<file path="src/rtl/mem_access_unit.sv">
// Data-memory access unit for the M stage. Takes one load/store per handshake,
// drives an aligned word bus with byte enables, optionally splits misaligned
// half/word accesses into two aligned beats, and returns extended load data or
// an AdEL/AdES/DBE exception pulse.
module mem_access_unit #(
    parameter int ADDR_W         = 32,
    parameter int SPLIT_MISALIGN = 1,
    parameter int TIMEOUT        = 16
) (
    input  logic              clk,
    input  logic              reset,
    input  logic              req_valid,
    output logic              req_ready,
    input  logic [2:0]        req_op,
    input  logic [ADDR_W-1:0] req_addr,
    input  logic [31:0]       req_wdata,
    input  logic [4:0]        req_rd,
    output logic              resp_valid,
    output logic [31:0]       resp_data,
    output logic [4:0]        resp_rd,
    output logic              exc_valid,
    output logic [4:0]        exc_code,
    output logic              mem_req,
    output logic              mem_we,
    output logic [3:0]        mem_be,
    output logic [ADDR_W-1:0] mem_addr,
    output logic [31:0]       mem_wdata,
    input  logic              mem_gnt,
    input  logic              mem_rvalid,
    input  logic [31:0]       mem_rdata
);

    localparam int         CNT_W     = $clog2(TIMEOUT + 1);
    localparam logic [4:0] EXC_ADEL  = 5'd4;
    localparam logic [4:0] EXC_ADES  = 5'd5;
    localparam logic [4:0] EXC_DBE   = 5'd7;

    typedef enum logic [2:0] {
        S_IDLE,
        S_REQ1,
        S_WAIT1,
        S_REQ2,
        S_WAIT2,
        S_FAULT
    } state_t;

    // Opcodes 0..4 are loads, 5..7 stores.
    function automatic logic is_load(input logic [2:0] op);
        return op < 3'd5;
    endfunction

    // Access size in bytes.
    function automatic logic [2:0] size_of(input logic [2:0] op);
        case (op)
            3'd0, 3'd1, 3'd5: return 3'd1;
            3'd2, 3'd3, 3'd6: return 3'd2;
            default:          return 3'd4;
        endcase
    endfunction

    function automatic logic [3:0] mask_of(input logic [2:0] op);
        case (size_of(op))
            3'd1:    return 4'b0001;
            3'd2:    return 4'b0011;
            default: return 4'b1111;
        endcase
    endfunction

    function automatic logic misaligned(input logic [2:0] op, input logic [1:0] off);
        return ((size_of(op) == 3'd2) && off[0]) || ((size_of(op) == 3'd4) && (off != 2'd0));
    endfunction

    // A misaligned access crossing the word boundary needs a second beat.
    function automatic logic two_beat(input logic [2:0] op, input logic [1:0] off);
        return misaligned(op, off) && (({1'b0, off} + size_of(op)) > 3'd4);
    endfunction

    function automatic logic [31:0] trunc_wdata(input logic [2:0] op, input logic [31:0] wd);
        case (size_of(op))
            3'd1:    return {24'b0, wd[7:0]};
            3'd2:    return {16'b0, wd[15:0]};
            default: return wd;
        endcase
    endfunction

    function automatic logic [31:0] extend_load(input logic [2:0] op, input logic [31:0] w);
        case (op)
            3'd0:    return {{24{w[7]}}, w[7:0]};
            3'd1:    return {24'b0, w[7:0]};
            3'd2:    return {{16{w[15]}}, w[15:0]};
            3'd3:    return {16'b0, w[15:0]};
            3'd4:    return w;
            default: return 32'b0;
        endcase
    endfunction

    state_t            state_q, state_d;
    logic [2:0]        op_q, op_d;
    logic [ADDR_W-1:0] addr_q, addr_d;
    logic [31:0]       wdata_q, wdata_d;
    logic [4:0]        rd_q, rd_d;
    logic [31:0]       rdata1_q, rdata1_d;
    logic [CNT_W-1:0]  cnt_q, cnt_d;
    logic              resp_valid_q, resp_valid_d;
    logic [31:0]       resp_data_q, resp_data_d;
    logic [4:0]        resp_rd_q, resp_rd_d;
    logic              exc_valid_q, exc_valid_d;
    logic [4:0]        exc_code_q, exc_code_d;

    logic [1:0]        off;
    logic [7:0]        be64;
    logic [63:0]       wd64;
    logic [ADDR_W-1:0] addr1, addr2;
    logic [63:0]       rd64;
    logic [31:0]       rd_aligned;
    logic [31:0]       resp_word;
    logic              timed_out;

    // Lane maths for the latched request and load-data assembly.
    always_comb begin
        off        = addr_q[1:0];
        be64       = {4'b0000, mask_of(op_q)} << off;
        wd64       = {32'b0, trunc_wdata(op_q, wdata_q)} << {off, 3'b000};
        addr1      = {addr_q[ADDR_W-1:2], 2'b00};
        addr2      = addr1 + ADDR_W'(4);
        rd64       = (state_q == S_WAIT2) ? {mem_rdata, rdata1_q} : {32'b0, mem_rdata};
        rd_aligned = 32'(rd64 >> {off, 3'b000});
        resp_word  = is_load(op_q) ? extend_load(op_q, rd_aligned) : 32'b0;
        timed_out  = (cnt_q == CNT_W'(TIMEOUT - 1));
    end

    // Next-state and registered response/exception logic.
    always_comb begin
        state_d      = state_q;
        op_d         = op_q;
        addr_d       = addr_q;
        wdata_d      = wdata_q;
        rd_d         = rd_q;
        rdata1_d     = rdata1_q;
        cnt_d        = cnt_q;
        resp_valid_d = 1'b0;
        resp_data_d  = 32'b0;
        resp_rd_d    = 5'b0;
        exc_valid_d  = 1'b0;
        exc_code_d   = 5'b0;
        case (state_q)
            S_IDLE: begin
                if (req_valid) begin
                    op_d    = req_op;
                    addr_d  = req_addr;
                    wdata_d = req_wdata;
                    rd_d    = req_rd;
                    cnt_d   = '0;
                    if ((SPLIT_MISALIGN == 0) && misaligned(req_op, req_addr[1:0])) begin
                        state_d     = S_FAULT;
                        exc_valid_d = 1'b1;
                        exc_code_d  = is_load(req_op) ? EXC_ADEL : EXC_ADES;
                    end else begin
                        state_d = S_REQ1;
                    end
                end
            end
            S_REQ1, S_REQ2: begin
                // A grant on the last allowed cycle cannot be followed by
                // rvalid in time, so the timeout wins.
                if (timed_out) begin
                    state_d     = S_IDLE;
                    exc_valid_d = 1'b1;
                    exc_code_d  = EXC_DBE;
                end else begin
                    cnt_d = cnt_q + CNT_W'(1);
                    if (mem_gnt) begin
                        state_d = (state_q == S_REQ1) ? S_WAIT1 : S_WAIT2;
                    end
                end
            end
            S_WAIT1, S_WAIT2: begin
                // rvalid on the timeout cycle still completes the beat.
                if (mem_rvalid) begin
                    if ((state_q == S_WAIT1) && two_beat(op_q, off)) begin
                        state_d  = S_REQ2;
                        rdata1_d = mem_rdata;
                        cnt_d    = '0;
                    end else begin
                        state_d      = S_IDLE;
                        resp_valid_d = 1'b1;
                        resp_data_d  = resp_word;
                        resp_rd_d    = is_load(op_q) ? rd_q : 5'b0;
                    end
                end else if (timed_out) begin
                    state_d     = S_IDLE;
                    exc_valid_d = 1'b1;
                    exc_code_d  = EXC_DBE;
                end else begin
                    cnt_d = cnt_q + CNT_W'(1);
                end
            end
            S_FAULT: begin
                state_d = S_IDLE;
            end
            default: begin
                state_d = S_IDLE;
            end
        endcase
    end

    // State, request latches and output pulse registers.
    always_ff @(posedge clk or posedge reset) begin
        if (reset) begin
            state_q      <= S_IDLE;
            op_q         <= 3'b0;
            addr_q       <= '0;
            wdata_q      <= 32'b0;
            rd_q         <= 5'b0;
            rdata1_q     <= 32'b0;
            cnt_q        <= '0;
            resp_valid_q <= 1'b0;
            resp_data_q  <= 32'b0;
            resp_rd_q    <= 5'b0;
            exc_valid_q  <= 1'b0;
            exc_code_q   <= 5'b0;
        end else begin
            state_q      <= state_d;
            op_q         <= op_d;
            addr_q       <= addr_d;
            wdata_q      <= wdata_d;
            rd_q         <= rd_d;
            rdata1_q     <= rdata1_d;
            cnt_q        <= cnt_d;
            resp_valid_q <= resp_valid_d;
            resp_data_q  <= resp_data_d;
            resp_rd_q    <= resp_rd_d;
            exc_valid_q  <= exc_valid_d;
            exc_code_q   <= exc_code_d;
        end
    end

    // Bus outputs are forced to zero outside the request states.
    always_comb begin
        req_ready  = (state_q == S_IDLE);
        mem_req    = (state_q == S_REQ1) || (state_q == S_REQ2);
        mem_we     = mem_req && !is_load(op_q);
        mem_be     = 4'b0;
        mem_addr   = '0;
        mem_wdata  = 32'b0;
        if (state_q == S_REQ1) begin
            mem_be    = be64[3:0];
            mem_addr  = addr1;
            mem_wdata = wd64[31:0];
        end else if (state_q == S_REQ2) begin
            mem_be    = be64[7:4];
            mem_addr  = addr2;
            mem_wdata = wd64[63:32];
        end
        resp_valid = resp_valid_q;
        resp_data  = resp_data_q;
        resp_rd    = resp_rd_q;
        exc_valid  = exc_valid_q;
        exc_code   = exc_code_q;
    end

endmodule

</file>
<file path="config.mk">
export PLATFORM = sky130hd
export DESIGN_NAME = mem_access_unit
export DESIGN_NICKNAME = d
export VERILOG_FILES = /design/src/rtl/mem_access_unit.sv
export SDC_FILE = /design/constraint.sdc
export NUM_CORES = 1
export LEC_CHECK = 0
export BUFFER_PORTS_ARGS = -buffer_cell sky130_fd_sc_hd__buf_2
export CAP_MARGIN = 20
export CORE_UTILIZATION = 54
export CTS_BUF_LIST = sky130_fd_sc_hd__clkbuf_4 sky130_fd_sc_hd__clkbuf_8
export DETAILED_ROUTE_END_ITERATION = 8
export HOLD_SLACK_MARGIN = 0.08
export PLACE_DENSITY_LB_ADDON = 0.12
export RECOVER_POWER = 50
export SYNTH_ARGS = -nofsm -noshare
export SYNTH_HDL_FRONTEND = slang
export SYNTH_SLANG_ARGS = --single-unit
</file>
<file path="constraint.sdc">
create_clock -name clk -period 16.6 [get_ports clk]
set_input_delay 4.15 -clock clk [delete_from_list [all_inputs] [get_ports clk]]
set_output_delay 4.15 -clock clk [all_outputs]
set_load 0.02 [all_outputs]
</file>
==> out/qor.tcl, run 1 <==
set qor(run_status) {finished with violations}
set qor(violations) {capacitance limit, slew limit}
set qor(design_power_total_mw) 1.99
set qor(worstMarginPinSlew_ns) 4.93
set qor(vias_per_cell) 5.73
set qor(drt_iter0_markers) 552
set qor(grt_pass1_vias) 6886
set qor(dieHeight_microns) 129
set qor(fillCellCount) 1370
set qor(cts_root_buffer) {sky130_fd_sc_hd__clkbuf_8}
set qor(die_x_microns) 129
set qor(worst_skew_pair.late_latency_ns) 0.45
set qor(syn_area_cell_sq_um) 9.74
set qor(detail_route.wirelength_microns) 22900
set qor(power_density_mw_per_mm2) 196
set qor(path_max_fanout) 87
set qor(first_pass_drt_iterations) 5
set qor(initial_core_util_pct) 55.0
set qor(rsz0062_at_grt) {false}
set qor(fin_crit_sh_pct) 49.0
set qor(total_number_of_clock_tree_sinks) 151
set qor(globalRoute.totalOverflow) 0
set qor(final.setup_skew_ns) 0.0140
set qor(place.detailed.hpwl_microns) 15900
set qor(fin_setup_tns_ns) 0
set qor(route.met3.wl_microns) 1620
set qor(slowest_stage) {sky130_fd_sc_hd__and2_0}
set qor(ys.warnings.count) 0
set qor(core_sq_mm) 0.0158
set qor(clk_path_buf_depth) 2
set qor(max_cap_violations) 3
set qor(ys_top_cells_by_count) {sky130_fd_sc_hd__dfrtp_1 (151), sky130_fd_sc_hd__mux2_2 (115), sky130_fd_sc_hd__nand2_1 (89)}
set qor(synth_async_sr_flop_share_pct) 100
set qor(maxClockFrequency_mhz) 123
set qor(worst_slew_margin_rel_pct) -229
set qor(post_route_utilization_pct) 64.1
set qor(p_sw_share_pct) 45.8
set qor(final.min_clock_period_ns) 8.13
set qor(drc) 0
set qor(fraction_of_final_layout_cells_sized_beyond_drive_strength_1_pct) 32.0
set qor(pwr-share-seq_pct) 33.6
set qor(synth_edf_count) 0
set qor(met2RoutedLength_microns) 11400
set qor(m1WireLength_microns) 9380
set qor(synth_cell_type_count) 48
set qor(power_switching_mw) 0.911
set qor(num_antenna_cells) 0
set qor(synth_top_cell_area_share_pct) 43.4
set qor(synthesis.instances) 893
set qor(rows) 46
set qor(maximum_number_of_pins_on_one_net_before_global_route_repair) 92
set qor(buffer_ports.inserted) 219
set qor(number_of_setup_buffers_added_after_cts) 0
set qor(ctsResizeCount) 0
set qor(highest_layer) {met5}
set qor(io-pin-count) 224
set qor(clkTransAtPathRegs_ns) 0.08
set qor(min_path_type) {register to register}
set qor(mappedNetlistArea_sq_mm) 0.00870
set qor(p_int_mw) 1.08
set qor(critical_path.startpoint_type) {primary input}
set qor(tritoncts) {done}
set qor(layout.nets) 1184
set qor(critPathCaptureType) {register}
set qor(slew_viol_final) 213
set qor(antenna_found_initial) 1
set qor(p_leak_nw) 4.57
set qor(pwr-share-comb_pct) 53.2
set qor(ys_seq_area_share_pct) 43.4
set qor(ctsHtreeMaxLevel) 4
set qor(most_instantiated_library_cell_after_synthesis) {sky130_fd_sc_hd__dfrtp_1}
set qor(clock_power_share_pct) 13.1
set qor(synth_seq_cells) 151
set qor(crit_arrival_ns) 8.49
set qor(cpPeakStageDelay_ns) 3.49
set qor(drt-wirelength-per-cell_microns) 17.7
set qor(yosys.area.top_type) {sky130_fd_sc_hd__dfrtp_1}
set qor(ys_dominant_reg_cell) {sky130_fd_sc_hd__dfrtp_1}
set qor(cp_cell_sequence) {clkbuf_1 > and2_0 > mux2_2}
set qor(setup-violations-final) 0
set qor(dieArea_sq_mm) 0.0166
set qor(synth_area_leaders) {sky130_fd_sc_hd__dfrtp_1 (43%), sky130_fd_sc_hd__mux2_2 (15%), sky130_fd_sc_hd__o21ai_0 (4.1%)}
set qor(first_pass_grt_wire_length_microns) 35600
set qor(postRouteAntennaNets) 0
set qor(grt_use_total_pct) 28.0
set qor(final_count_of_hold_timing_violations) 0
set qor(layout-area-overhead-vs-synth_pct) 16.7
set qor(cts_inserted_buffers) 17
set qor(ctsHoldBuffers) 0
set qor(finalWeightedCongestion) 0.926
set qor(crit_required_ns) 16.96
set qor(vdd_ir_drop_max_v) 0.0000974
set qor(routed-via-count) 7431
set qor(critical_path_class) {primary input to register}
==> registers in the layout, summed over array words and instances (netlist names) <==
register and cells:
addr_q 32, rdata1_q 32, resp_data 32, wdata_q 32, cnt_q 5, rd_q 5
resp_rd 5, op_q 3, state_q 3, exc_code 1, resp_valid 1
==> metal layers <==
metal	vias to the layer above	track usage, %
li1	3541	-
met1	3587	35.0
met2	269	46.5
met3	32	7.98
met4	2	10.1
met5	-	0
==> worst paths after layout <==
path / from / to / slack (ns) / depth (start not counted)
max in group asynchronous: reset / addr_q[0]$_DFFE_PP0P_ / 9.52 / 2
min reg2reg: cnt_q[4]$_DFFE_PP0P_ / exc_code[1]$_DFF_PP0_ / 0.50 / 1
max reg2reg: state_q[1]$_DFFE_PP0P_ / addr_q[6]$_DFFE_PP0P_ / 11.35 / 4
max: req_valid / addr_q[6]$_DFFE_PP0P_ / 8.47 / 3
min in group asynchronous: reset / rdata1_q[17]$_DFFE_PP0P_ / 4.90 / 2
min: cnt_q[4]$_DFFE_PP0P_ / exc_code[1]$_DFF_PP0_ / 0.50 / 1
==> stage by stage <==
stage                     instances  instance area [sq um]  hold slack, ns  setup slack, ns
after floorplan                 896                   8710           0.425             8.39
after global routing           1297                  10200           0.520             7.86
after global placement         1264                   9830           0.469             9.40
after detailed placement       1264                   9830           0.470             9.30
final                          1297                  10200           0.496             8.47
after CTS                      1296                  10200           0.501             8.81
==> cell type report <==
class | count | area [sq um] | area share, %
repair buffers | 228 | 1130 | 11.1
flip-flops and latches | 151 | 3780 | 37.3
clock inverters | 14 | 113 | 1.11
clock buffers | 18 | 248 | 2.44
inverters | 23 | 87.6 | 0.863
well taps | 216 | 270 | 2.66
multi-input cells | 647 | 4520 | 44.6
==> logic make-up after synthesis <==
logic type | count (synthesis) | share of synthesized area (%)
and+or+nand+nor | 274 | 15.0
AOI/OAI and AO/OA | 185 | 12.9
muxes | 152 | 20.3
DFF | 151 | 43.4
buffers and inverters | 98 | 4.75
xor gates and xnor gates | 25 | 2.52
adders and majority gates | 7 | 1.09
other | 1 | 0.0431
==> power by group through the flow <==
stage | combinational, mW | sequential, mW | clock [mW]
after floorplan | 0.797 | 0.635 | 0
after global placement | 1.02 | 0.667 | 0
after detailed placement | 1.04 | 0.671 | 0
after CTS | 1.04 | 0.665 | 0.269
after global routing | 1.15 | 0.692 | 0.284
final | 1.06 | 0.669 | 0.261
==> worst max-delay path, delay by kind of cell <==
kind,cells,cell delay (ns)
muxes,1,0.65
buffers and inverters,1,0.11
and+or+nand+nor,1,3.49
==> layout by cell type (no fill, tap or decap), types with 8 or more instances in the layout <==
cell / instances
sky130_fd_sc_hd__nand2_1: 89
sky130_fd_sc_hd__nand3_1: 27
sky130_fd_sc_hd__a32oi_1: 23
sky130_fd_sc_hd__nor4_1: 10
sky130_fd_sc_hd__dfrtp_1: 150
sky130_fd_sc_hd__mux4_2: 8
sky130_fd_sc_hd__o21ai_0: 71
sky130_fd_sc_hd__xnor2_1: 20
sky130_fd_sc_hd__clkbuf_8: 18
sky130_fd_sc_hd__and3_1: 12
sky130_fd_sc_hd__clkbuf_1: 44
sky130_fd_sc_hd__mux2i_1: 29
sky130_fd_sc_hd__a21oi_1: 51
sky130_fd_sc_hd__inv_1: 22
sky130_fd_sc_hd__a22oi_1: 24
sky130_fd_sc_hd__mux2_2: 115
sky130_fd_sc_hd__buf_2: 176
sky130_fd_sc_hd__nor3_1: 10
sky130_fd_sc_hd__nor2_1: 73
sky130_fd_sc_hd__nand2b_1: 9
Power figures use the tool's default switching activity.
==> run 2: changes to the inputs <==
- CORE_UTILIZATION: 54 -> 50
- clock period: 16.6 -> 6.6 ns (I/O delays scaled with it)
==> run 2 against run 1 <==
Effect of this change: the run still ends with capacitance limit, slew limit left; worst hold slack got worse by 0.0096 ns; via count grew 0.54%; non-clock buffer count did not move; critical path type is now register to output pin.
==> out/qor.tcl, run 2 (synthesis results as in run 1) <==
set qor(globalRoute.totalOverflow) 0
set qor(power_density_mw_per_mm2) 492
set qor(dieArea_sq_mm) 0.0179
set qor(io-pin-count) 224
set qor(rows) 47
set qor(setup-violations-final) 0
set qor(maximum_number_of_pins_on_one_net_before_global_route_repair) 102
set qor(grt_pass1_vias) 7212
set qor(mostFrequentLayoutCell) {sky130_fd_sc_hd__buf_2}
set qor(critical_path_class) {register to output pin}
set qor(first_pass_drt_iterations) 5
set qor(ctsHtreeMaxLevel) 4
set qor(maxClockFrequency_mhz) 192
set qor(drt_iter0_markers) 439
set qor(cts_root_buffer) {sky130_fd_sc_hd__clkbuf_8}
set qor(stdcell_count) 1302
set qor(fin_setup_tns_ns) 0
set qor(fillCellCount) 1474
set qor(crit_family) {simple AND/OR/NAND/NOR gates}
set qor(grt_use_total_pct) 26.4
set qor(max_cap_violations) 2
set qor(initial_core_util_pct) 51.9
set qor(cts_inserted_buffers) 17
set qor(layout-area-overhead-vs-synth_pct) 17.2
set qor(ctsHoldBuffers) 0
set qor(critPathCaptureType) {output pin}
set qor(buffer_ports.inserted) 219
set qor(final.setup_skew_ns) 0.0117
set qor(path_max_fanout) 45
set qor(layout.nets) 1184
set qor(multi_input_area_sq_mm) 0.00453
set qor(final_count_of_hold_timing_violations) 0
set qor(min_path_type) {register to register}
set qor(drc) 0
set qor(clk_path_buf_depth) 2
set qor(cpPeakStageDelay_ns) 0.85
set qor(post_route_utilization_pct) 60.8
set qor(clkTransAtPathRegs_ns) 0.08
set qor(detail_route.wirelength_microns) 23400
set qor(dieHeight_microns) 134
set qor(cp_cell_sequence) {nand2b_2 > inv_1 > nand2b_1 > nor3_1 > a22oi_1 > o21ai_0 > buf_2}
set qor(worst_skew_pair.late_latency_ns) 0.45
set qor(vias_per_cell) 5.74
set qor(instance_count_after_placement_with_tap_cells_included) 1267
set qor(routed-via-count) 7471
set qor(total_number_of_clock_tree_sinks) 151
set qor(rsz0062_at_grt) {false}
set qor(crit_required_ns) 4.95
set qor(fraction_of_final_layout_cells_sized_beyond_drive_strength_1_pct) 32.0
set qor(violations) {capacitance limit, slew limit}
set qor(final.min_clock_period_ns) 5.22
set qor(slew_viol_final) 88
set qor(first_pass_grt_wire_length_microns) 36800
set qor(slowest_stage) {sky130_fd_sc_hd__nor3_1}
set qor(die_x_microns) 134
set qor(place.detailed.hpwl_microns) 16300
set qor(tritoncts) {done}
set qor(critical_path.startpoint_type) {register}
set qor(number_of_setup_buffers_added_after_cts) 0
set qor(worstMarginPinSlew_ns) 3.43
set qor(core_sq_mm) 0.0168
set qor(layout.cells.most_common_list) {sky130_fd_sc_hd__buf_2 (176), sky130_fd_sc_hd__dfrtp_1 (150), sky130_fd_sc_hd__mux2_2 (115)}
set qor(critPathBufInv) 2
set qor(p_leak_nw) 4.58
set qor(vdd_ir_drop_max_v) 0.000241
set qor(run_status) {finished with violations}
set qor(antenna_found_initial) 0
set qor(ff_latch_area_sq_mm) 0.00378
set qor(drt-wirelength-per-cell_microns) 17.9
set qor(worst_slew_margin_rel_pct) -129
set qor(crit_arrival_ns) 3.57
set qor(postRouteAntennaNets) 0
set qor(ctsResizeCount) 0
set qor(finalWeightedCongestion) 0.872
set qor(fin_crit_sh_pct) 79.0
## run 2: area by class of cell
| class | count | share of cell area [%] |
|---|---|---|
| Multi-Input combinational cell | 647 | 44.4 |
| Tap cell | 220 | 2.70 |
| Clock inverter | 12 | 1.17 |
| Clock buffer | 20 | 2.64 |
| Antenna cell | 1 | 0.0246 |
| Sequential cell | 151 | 37.1 |
| Timing Repair Buffer | 228 | 11.0 |
| Inverter | 23 | 0.896 |
## run 2: routing by layer
metal	routed length [microns]	global-route usage [%]	vias to the layer above	part of all wire [%]
met5	0	0	-	0
met4	701	11.1	0	3.0
met3	1880	8.31	41	8.0
met2	11200	43.1	296	48
met1	9550	32.3	3606	41
li1	-	-	3528	-
## run 2: path summary, 6_finish.rpt
check	slack, ns	from	end	cells after the start
worst min-delay path	0.49	cnt_q[4]$_DFFE_PP0P_	exc_code[1]$_DFF_PP0_	1
worst max register to register	2.25	state_q[1]$_DFFE_PP0P_	cnt_q[4]$_DFFE_PP0P_	4
max in group asynchronous	3.98	reset	resp_data[18]$_DFF_PP0_	3
min in group asynchronous	1.41	reset	rdata1_q[26]$_DFFE_PP0P_	2
worst min register to register	0.49	cnt_q[4]$_DFFE_PP0P_	exc_code[1]$_DFF_PP0_	1
worst max-delay path	1.38	state_q[2]$_DFFE_PP0P_	mem_wdata[23]	7
## run 2: worst reg2reg max path, stage by stage, from the launching register on
cell	delay (ns)
sky130_fd_sc_hd__dfrtp_1	0.70
sky130_fd_sc_hd__nor3_1	0.44
sky130_fd_sc_hd__and2_1	2.52
sky130_fd_sc_hd__nor2b_1	0.25
sky130_fd_sc_hd__and3_1	0.33
## run 2: power by group
part | internal [mW] | total (mW) | leakage (nW) | switching, mW
Sequential | 1.31 | 1.69 | 1.90 | 0.379
Clock | 0.327 | 0.697 | 0.190 | 0.369
Combinational | 1.10 | 2.63 | 2.50 | 1.53
Total | 2.73 | 5.02 | 4.58 | 2.28
## run 2: stage by stage
step / cell area [sq um] / setup slack [ns] / hold slack, ns / total power [mW]
2_1_floorplan: 8710 / 0.885 / 0.425 / 3.60
3_3_place_gp: 9830 / 1.91 / 0.470 / 4.25
3_5_place_dp: 9830 / 1.85 / 0.478 / 4.29
4_1_cts: 10200 / 1.37 / 0.501 / 5.01
5_1_grt: 10200 / 1.09 / 0.518 / 5.37
6_report: 10200 / 1.38 / 0.487 / 5.02
